$ cat src/rtl/jitter_clk_gen_pkg.sv
// Shared types and constants for the jittered clock generator.
package jitter_clk_gen_pkg;

  typedef enum logic [1:0] {
    IDLE = 2'd0,
    LOW  = 2'd1,
    HIGH = 2'd2
  } state_t;

  localparam logic [15:0] LFSR_TAPS    = 16'hB400;
  localparam logic [15:0] DEFAULT_SEED = 16'hACE1;

  // One Galois right-shift step of the 16-bit LFSR.
  function automatic logic [15:0] lfsr_next(input logic [15:0] v);
    return (v >> 1) ^ (v[0] ? LFSR_TAPS : 16'h0000);
  endfunction

endpackage

$ cat src/rtl/jitter_clk_gen_if.sv
// Bundle of enable/status signals for jitter_clk_gen.
// Optional seed loading ports appear when JITTER_CLK_GEN_SEED_LOAD_EN is defined.
interface jitter_clk_gen_if #(
  parameter int CNT_W = 8
);
  logic             en;
  logic             running;
  logic             clk_out;
  logic             rise;
  logic             fall;
  logic [CNT_W-1:0] half_period;
`ifdef JITTER_CLK_GEN_SEED_LOAD_EN
  logic             seed_load;
  logic [15:0]      seed_val;

  modport master (output en, seed_load, seed_val,
                  input  running, clk_out, rise, fall, half_period);
  modport slave  (input  en, seed_load, seed_val,
                  output running, clk_out, rise, fall, half_period);
`else
  modport master (output en,
                  input  running, clk_out, rise, fall, half_period);
  modport slave  (input  en,
                  output running, clk_out, rise, fall, half_period);
`endif
endinterface

$ cat src/rtl/jcg_lfsr.sv
// 16-bit Galois LFSR with explicit advance and load controls.
module jcg_lfsr
  import jitter_clk_gen_pkg::*;
#(
  parameter logic [15:0] SEED = DEFAULT_SEED
) (
  input  logic        clk,
  input  logic        rst,
  input  logic        advance,
  input  logic        load,
  input  logic [15:0] load_val,
  output logic [15:0] value
);

  logic [15:0] lfsr_r;

  // LFSR state: reset to SEED, load has priority over advance, otherwise hold.
  always_ff @(posedge clk) begin
    if (rst) begin
      lfsr_r <= SEED;
    end else if (load) begin
      lfsr_r <= load_val;
    end else if (advance) begin
      lfsr_r <= lfsr_next(lfsr_r);
    end else begin
      lfsr_r <= lfsr_r;
    end
  end

  assign value = lfsr_r;

endmodule

$ cat src/rtl/jitter_clk_gen.sv
// Jittered divided clock source: each half-period of clk_out is
// MIN_HALF + (random 0 .. 2**JITTER_BITS-1) system clocks long.
// A high phase is always completed before stopping, so no runt highs.
// Optional feature macro: JITTER_CLK_GEN_SEED_LOAD_EN (runtime seed load in IDLE).
module jitter_clk_gen
  import jitter_clk_gen_pkg::*;
#(
  parameter int          MIN_HALF    = 4,
  parameter int          JITTER_BITS = 3,
  parameter int          CNT_W       = 8,
  parameter int          LFSR_W      = 16,
  parameter logic [15:0] SEED        = DEFAULT_SEED
) (
  input  logic             clk,
  input  logic             rst,
  jitter_clk_gen_if.slave  bus
);

  localparam int MAX_HALF = MIN_HALF + (1 << JITTER_BITS) - 1;

  // Elaboration-time parameter sanity checks.
  generate
    if (MIN_HALF < 1) begin : g_err_min_half
      $error("jitter_clk_gen: MIN_HALF must be >= 1");
    end
    if (MAX_HALF >= (1 << CNT_W)) begin : g_err_cnt_w
      $error("jitter_clk_gen: maximum half-period does not fit in CNT_W bits");
    end
    if (SEED == 16'h0000) begin : g_err_seed
      $error("jitter_clk_gen: SEED must be non-zero");
    end
    if (LFSR_W != 16) begin : g_err_lfsr_w
      $error("jitter_clk_gen: only LFSR_W == 16 is supported");
    end
  endgenerate

  state_t           state_r, state_n;
  logic [CNT_W-1:0] cnt_r, cnt_n;
  logic [CNT_W-1:0] half_r, half_n;
  logic             clk_out_r, clk_out_n;
  logic             running_r, running_n;
  logic             rise_r, rise_n;
  logic             fall_r, fall_n;
  logic             load_s;
  logic             seed_req_s;
  logic             seed_load_s;
  logic [15:0]      seed_mux_s;
  logic [15:0]      lfsr_s;
  logic [CNT_W-1:0] h_s;
  logic             unused_lfsr_bits_s;

`ifdef JITTER_CLK_GEN_SEED_LOAD_EN
  assign seed_req_s = bus.seed_load;
  assign seed_mux_s = (bus.seed_val == 16'h0000) ? SEED : bus.seed_val;
`else
  assign seed_req_s = 1'b0;
  assign seed_mux_s = SEED;
`endif

  // Length of the next phase, taken from the LFSR value present at load time.
  assign h_s = CNT_W'(MIN_HALF) + CNT_W'(lfsr_s[JITTER_BITS-1:0]);
  assign unused_lfsr_bits_s = ^lfsr_s;

  jcg_lfsr #(
    .SEED (SEED)
  ) u_lfsr (
    .clk      (clk),
    .rst      (rst),
    .advance  (load_s),
    .load     (seed_load_s),
    .load_val (seed_mux_s),
    .value    (lfsr_s)
  );

  // Next-state and next-output logic for the IDLE/LOW/HIGH sequencer.
  always_comb begin
    state_n     = state_r;
    cnt_n       = cnt_r;
    half_n      = half_r;
    clk_out_n   = clk_out_r;
    running_n   = running_r;
    rise_n      = 1'b0;
    fall_n      = 1'b0;
    load_s      = 1'b0;
    seed_load_s = 1'b0;
    case (state_r)
      IDLE: begin
        clk_out_n = 1'b0;
        if (seed_req_s) begin
          // Seed load wins; a pending start happens on the following edge.
          seed_load_s = 1'b1;
        end else if (bus.en) begin
          load_s    = 1'b1;
          cnt_n     = h_s - CNT_W'(1);
          half_n    = h_s;
          running_n = 1'b1;
          state_n   = LOW;
        end else begin
          state_n = IDLE;
        end
      end
      LOW: begin
        if (!bus.en) begin
          // Output is already low, so stopping here cannot glitch.
          state_n   = IDLE;
          running_n = 1'b0;
          half_n    = {CNT_W{1'b0}};
          cnt_n     = {CNT_W{1'b0}};
        end else if (cnt_r == {CNT_W{1'b0}}) begin
          clk_out_n = 1'b1;
          rise_n    = 1'b1;
          load_s    = 1'b1;
          cnt_n     = h_s - CNT_W'(1);
          half_n    = h_s;
          state_n   = HIGH;
        end else begin
          cnt_n = cnt_r - CNT_W'(1);
        end
      end
      HIGH: begin
        // en is only looked at once the high phase has fully elapsed.
        if (cnt_r == {CNT_W{1'b0}}) begin
          clk_out_n = 1'b0;
          fall_n    = 1'b1;
          if (bus.en) begin
            load_s  = 1'b1;
            cnt_n   = h_s - CNT_W'(1);
            half_n  = h_s;
            state_n = LOW;
          end else begin
            running_n = 1'b0;
            half_n    = {CNT_W{1'b0}};
            state_n   = IDLE;
          end
        end else begin
          cnt_n = cnt_r - CNT_W'(1);
        end
      end
      default: begin
        state_n   = IDLE;
        cnt_n     = {CNT_W{1'b0}};
        half_n    = {CNT_W{1'b0}};
        clk_out_n = 1'b0;
        running_n = 1'b0;
      end
    endcase
  end

  // State and output registers with synchronous reset.
  always_ff @(posedge clk) begin
    if (rst) begin
      state_r   <= IDLE;
      cnt_r     <= {CNT_W{1'b0}};
      half_r    <= {CNT_W{1'b0}};
      clk_out_r <= 1'b0;
      running_r <= 1'b0;
      rise_r    <= 1'b0;
      fall_r    <= 1'b0;
    end else begin
      state_r   <= state_n;
      cnt_r     <= cnt_n;
      half_r    <= half_n;
      clk_out_r <= clk_out_n;
      running_r <= running_n;
      rise_r    <= rise_n;
      fall_r    <= fall_n;
    end
  end

  assign bus.running     = running_r;
  assign bus.clk_out     = clk_out_r;
  assign bus.rise        = rise_r;
  assign bus.fall        = fall_r;
  assign bus.half_period = half_r;

endmodule

$ cat src/flat_wrapper.sv
// flat-port wrapper written by rule: the top's interface ports become plain ports
module jitter_clk_gen_flat import jitter_clk_gen_pkg::*;
#(
  parameter int          MIN_HALF    = 4,
  parameter int          JITTER_BITS = 3,
  parameter int          CNT_W       = 8,
  parameter int          LFSR_W      = 16,
  parameter logic [15:0] SEED        = DEFAULT_SEED
)
  (clk, rst, bus_en, bus_running, bus_clk_out, bus_rise, bus_fall, bus_half_period);
  jitter_clk_gen_if #(.CNT_W(CNT_W)) bus_i ();
  input  logic clk;
  input  logic rst;
  input wire logic [$bits(bus_i.en)-1:0] bus_en;
  output wire logic [$bits(bus_i.running)-1:0] bus_running;
  output wire logic [$bits(bus_i.clk_out)-1:0] bus_clk_out;
  output wire logic [$bits(bus_i.rise)-1:0] bus_rise;
  output wire logic [$bits(bus_i.fall)-1:0] bus_fall;
  output wire logic [$bits(bus_i.half_period)-1:0] bus_half_period;
  assign bus_i.en = bus_en;
  assign bus_running = bus_i.running;
  assign bus_clk_out = bus_i.clk_out;
  assign bus_rise = bus_i.rise;
  assign bus_fall = bus_i.fall;
  assign bus_half_period = bus_i.half_period;
  jitter_clk_gen #(.MIN_HALF(MIN_HALF), .JITTER_BITS(JITTER_BITS), .CNT_W(CNT_W), .LFSR_W(LFSR_W), .SEED(SEED)) u_core (.clk(clk), .rst(rst), .bus(bus_i));
endmodule
$ cat config.mk
export PLATFORM = sky130hd
export DESIGN_NAME = jitter_clk_gen_flat
export DESIGN_NICKNAME = d
export VERILOG_FILES = /design/src/rtl/jitter_clk_gen_pkg.sv /design/src/rtl/jitter_clk_gen_if.sv /design/src/rtl/jcg_lfsr.sv /design/src/rtl/jitter_clk_gen.sv /design/src/flat_wrapper.sv
export SDC_FILE = /design/constraint.sdc
export NUM_CORES = 1
export LEC_CHECK = 0
export BUFFER_PORTS_ARGS = -buffer_cell sky130_fd_sc_hd__buf_2
export CORE_ASPECT_RATIO = 0.5
export CORE_MARGIN = 5
export CORE_UTILIZATION = 28
export DETAILED_ROUTE_END_ITERATION = 8
export HOLD_SLACK_MARGIN = 0.06
export PLACE_DENSITY = 0.52
export SYNTH_ARGS = -nofsm -noshare
export SYNTH_HDL_FRONTEND = slang
export SYNTH_SLANG_ARGS = --single-unit
$ cat constraint.sdc
create_clock -name clk -period 2.3 [get_ports clk]
set_input_delay 0.46 -clock clk [delete_from_list [all_inputs] [get_ports clk]]
set_output_delay 0.46 -clock clk [all_outputs]
set_load 0.05 [all_outputs]
After elaboration in Yosys (flattened, before gate mapping)
Cells that the tools add are included.
{ "totals": {"regBits": 38, "input_bits": 3, "wordCells": 59} }
{ "op_classes": {"eq_ne": 7, "bitwise_logic": 3, "mux": 30, "reduce_logical": 8, "add_sub_neg": 3} }
{ "op_table": {"columns": ["operator", "count"], "rows": [
  ["8-bit 2-to-1 mux", 9],
  ["8-bit case mux with 3 select lines", 2],
  ["16-bit 2-to-1 mux", 1],
  ["8-bit by 1-bit subtractor with 8-bit output, second input constant", 2],
  ["15-bit by 16-bit bitwise XOR with 16-bit output", 1],
  ["1-bit 2-to-1 mux", 11],
  ["8-bit zero test", 1],
  ["2-bit 2-to-1 mux", 3],
  ["1-bit case mux with 3 select lines", 2],
  ["2-bit case mux with 3 select lines", 1],
  ["3-bit AND reduction", 2],
  ["3-bit by 3-bit adder with 4-bit output, first input constant", 1],
  ["2-bit by 1-bit != test with 1-bit output, second input constant", 2],
  ["2-bit != test, second input constant", 2],
  ["2-bit AND reduction", 2],
  ["2-bit OR reduction", 2],
  ["3-bit by 2-bit != test with 1-bit output, second input constant", 1],
  ["2-bit by 1-bit equality test with 1-bit output, second input constant", 1],
  ["2-bit equality test, second input constant", 1],
  ["2-bit zero test", 1],
  ["1-bit NOT", 2],
  ["1-bit case mux with 2 select lines", 1]
]} }

Longest topological paths before layout
{ "logic_depth": {"ltp_word": 5, "depth_mapped": 8} }

Modules after synthesis
A second synthesis with hierarchy kept.
{ "hier_totals": {"cells_unflattened": 211, "hier_area_um2": 1929.4} }
{ "by_module_without_submodules": {"columns": ["mod", "instances", "cells_each", "area_each_um2", "seq_area_each_um2"], "rows": [
  ["jitter_clk_gen", 1, 134, 1133.6, 360.3],
  ["jcg_lfsr", 1, 77, 795.8, 320.3]
]} }

Worst setup path before layout
No wires, ideal clock.
{ "synth_timing": {"path_type": "register to register", "start": "register u_core.state_r[0]", "end": "register u_core.cnt_r[6]", "n_path_buf": 2, "period_less_slack_ns": 1.777, "arrival_time_ns": 1.656, "setup_slack_ns": 0.523, "stages_incl_launch_ff": 9, "cell_sequence": "dfxtp_1 > inv_1 > ha_1 > buf_6 > nor2b_1 > clkbuf_1 > or3_2 > o221ai_1 > a21oi_1"} }
{ "synth_between": {"elab_chain_len": 2, "word_cells_on_any_way": 4} }
{ "synth_lines": {"columns": ["element", "line_no", "text"], "rows": [
  ["start: declaration", "jitter_clk_gen.sv:37", "state_t state_r, state_n;"],
  ["start signal: assignment", "jitter_clk_gen.sv:160", "state_r <= state_n;"],
  ["2-bit equality test (tied with other cells)", "jitter_clk_gen.sv:86", "case (state_r)"],
  ["8-bit case mux with 3 select lines *", "jitter_clk_gen.sv:86", null],
  ["end signal: assignment", "jitter_clk_gen.sv:153", "cnt_r <= {CNT_W{1'b0}};"],
  ["end signal: assignment", "jitter_clk_gen.sv:161", "cnt_r <= cnt_n;"],
  ["end: declaration", "jitter_clk_gen.sv:38", "logic [CNT_W-1:0] cnt_r, cnt_n;"]
]} }
Mark *: on every way between the ends. The rest lies on a longest branch, timed or not.
A chain may end at the register's enable or synchronous reset.

Worst setup path after layout
{ "layout_timing": {"start": "register u_core.state_r[0]", "end": "register u_core.cnt_r[4]"} }
Same word-level chain as after synthesis.

==> impl_metrics.toml <==
[sta]
setup_total_negative_slack_ps = 0
finalClockSkew_ps = 4.49
timing.final.hold_violations = 0
period_share_pct = 87.6
tightest_slew_ps = 617
min_tclk_post_route_ps = 2020
rel_slew_slack_pct = 58.8
slew_violations = 0
max_freq_mhz = 496
setup_violations_final = 0
grt_setup_unrepaired = "no"

[power]
internal_power_mw = 1.40
p_comb_share_pct = 20.2
finalPower_mw = 1.96
power_switching_share_pct = 28.5
power.share.clock_pct = 44.9
seqPwrFrac_pct = 34.9
netSwitchingPower_mw = 0.558
ir_drop_mv = 0.359
p_per_area_mw_per_mm2 = 913
power.leakage_nw = 0.821

[global_route]
vias_in_the_first_global_route = 1518
pin_count_of_the_biggest_net_entering_global_routing = 33
groute.usage.overall_pct = 10.2
residual_overflow_from_global_routing = 0
grt_first_pass_wirelength_um = 7090
antenna_found_initial = 0

[critical_path]
setup.worst_path.class = "flip-flop to flip-flop"
critical_path_peak_fanout = 9
crit_arrival_ps = 2200
end_kind = "flip-flop"
crit_path_start_kind = "flip-flop"
worstPathRequired_ps = 2490

[route]
drt_pass1_iterations = 4
wirelength_um = 4120
total_number_of_vias = 1572
avgRoutedWirePerCell_um = 13.0
antenna_left = 0
vias_per_cell = 4.96
dr.first_iter.drc_count = 74
route.detailed.drc = 0

[synthesis]
synth_cell_type_count = 53
synth.yosys.warnings = 0
postSynthRegisterBits = 34
synthCells = 220
share_of_synthesized_flip_flops_with_an_asynchronous_set_or_reset_pct = 0
synth-main-ff-cell = "sky130_fd_sc_hd__dfxtp_1"
post_synth.cell_area_avg_um2 = 8.57
synth-seq-area-share_pct = 36.1
netlist_area_mm2 = 0.00188
post_synth_edffs = 0

[cells_and_area]
area.growth.synth_to_final_pct = 13.8
antenna-diode-count = 0
finish.net_count = 235
drive_gt1_share_pct = 15.6
num-fill-cells = 692

[die]
fp.dieArea_mm2 = 0.00857
floorplan.initialDensity_pct = 28.5
rows = 21
design.portCount = 15
dieHeight_um = 68.0
chipWidth_um = 126
fp.coreArea_mm2 = 0.00662

[cts]
cts_made_buffers = 5
post-cts-setup-buffers = 0
htree_num_levels = 2
clkSlewWorstSetupHoldPaths_ps = 60
cts_root_buffer = "sky130_fd_sc_hd__clkbuf_16"
post_cts_hold_buffer_count = 0
max-clock-path-buffers = 2
post_cts_resize_count = 0
worst_skew_pair.late_latency_ps = 270
tritoncts_num_sinks = 34
tritoncts_clock_tree = "built"

[placement]
dpl.hpwl_um = 2930
numPortBuffers = 10
gpl.final_weighted_congestion = 0.793

[flow_run]
max-cap-violations = 0

[run_status]
outcome = "finished, final reports clean"

[min_path]
min_path_type = "flip-flop to flip-flop"
==> critical path, stage by stage, from the launching register on <==
cell                       delay (ps)
sky130_fd_sc_hd__dfxtp_1          340
sky130_fd_sc_hd__inv_1            100
sky130_fd_sc_hd__ha_1             360
sky130_fd_sc_hd__nor2b_1          570
sky130_fd_sc_hd__a41o_1           240
sky130_fd_sc_hd__a21oi_1           60
sky130_fd_sc_hd__a211oi_1         260
==> cells by family after synthesis <==
family,count (synthesis),synth area share (%)
AO/OA/AOI/OAI,66,22.9
buffers and inverters,29,8.83
adder cells (fa/ha/maj),8,5.31
flip-flops,34,36.1
other,1,0.199
multiplexers,8,4.32
AND/OR/NAND/NOR,69,20.0
XOR/XNOR,5,2.32
==> synthesized netlist by cell type (all sizes together) (2+ instances only) <==
cell type | count | share of area, %
a211oi | 2 | 0.80
a21oi | 27 | 7.2
a41o | 2 | 1.1
a41oi | 3 | 1.8
and2 | 2 | 0.66
buf | 8 | 3.3
clkbuf | 9 | 2.9
dfxtp | 34 | 36
ha | 8 | 5.3
inv | 11 | 2.2
mux2i | 7 | 3.7
nand2 | 11 | 2.2
nand2b | 2 | 0.66
nand3 | 11 | 2.9
nand4 | 5 | 1.7
nor2 | 17 | 3.5
nor2b | 2 | 0.66
nor3 | 8 | 3.3
nor4 | 2 | 0.66
o21a | 2 | 0.80
o21ai | 15 | 4.0
o31ai | 3 | 1.9
or2 | 4 | 1.3
or3 | 3 | 1.6
xnor2 | 2 | 0.93
xor2 | 3 | 1.4
==> final timing paths <==
kind | from | to | slack, ps | cells past startpoint
hold / removal | u_core.u_lfsr.value[4]$_SDFFE_PP0P_ | u_core.u_lfsr.value[3]$_SDFFE_PP0P_ | 470 | 2
setup / recovery | u_core.state_r[0]$_SDFFE_PP0P_ | u_core.cnt_r[4]$_SDFF_PP0_ | 280 | 6
setup reg to reg | u_core.state_r[0]$_SDFFE_PP0P_ | u_core.cnt_r[4]$_SDFF_PP0_ | 280 | 6
hold reg to reg | u_core.u_lfsr.value[4]$_SDFFE_PP0P_ | u_core.u_lfsr.value[3]$_SDFFE_PP0P_ | 470 | 2
==> area by class of cell <==
class / count / area [um^2] / share of cell area (%)
clock buffer: 5 / 125 / 5.83
multi-input combinational: 160 / 1050 / 48.9
timing repair buffer: 12 / 65.1 / 3.03
sequential: 34 / 681 / 31.7
inverter: 11 / 41.3 / 1.93
tap: 92 / 115 / 5.37
clock inverter: 3 / 68.8 / 3.21
==> through the flow <==
step,util (%),cells,hold WS [ps],area (um^2),setup slack [ps]
floorplan,-,223,440,1900,523
global placement,29.5,309,446,1950,356
detailed placement,29.5,309,454,1950,309
CTS,32.4,317,469,2140,295
global route,32.4,317,478,2140,71.9
finish,32.4,317,467,2140,284
==> routing by layer <==
metal  global-route usage (%)  share of wire [%]  vias up
li1                         -                  -      798
met1                     12.5                 48      734
met2                     17.7                 47       38
met3                     2.34                4.5        2
met4                     3.88               0.80        0
met5                        0                  0        -
==> sequential cells by signal (all words and copies together) (netlist names) <==
signal,cells
u_core.bus.running,1
u_core.bus.clk_out,1
u_core.cnt_r,8
u_core.bus.rise,1
u_core.bus.half_period,4
u_core.bus.fall,1
u_core.state_r,2
u_core.u_lfsr.value,16
==> power groups by stage <==
stage | logic [mW] | registers (mW) | clock network, mW
after CTS | 0.396 | 0.683 | 0.901
after global routing | 0.442 | 0.689 | 0.931
final | 0.396 | 0.683 | 0.879
after floorplan | 0.325 | 0.706 | 0
after detailed placement | 0.394 | 0.696 | 0
after global placement | 0.392 | 0.693 | 0
==> cells in the final DEF, fill, tap and decap left out, drive strengths merged, types with 2 or more instances in the layout <==
master / count
xnor2: 2
inv: 11
nand2b: 2
nor4: 2
xor2: 3
conb: 4
or2: 4
o31ai: 3
o21a: 2
nor2: 17
a211oi: 2
a21oi: 27
nor2b: 2
a41oi: 3
nand2: 11
bufinv: 2
nand3: 11
and2: 2
a41o: 2
o21ai: 15
buf: 12
nand4: 5
nor3: 8
clkbuf: 5
or3: 3
dfxtp: 34
mux2i: 7
ha: 8
Note: power is estimated with default switching activity, not from simulation.
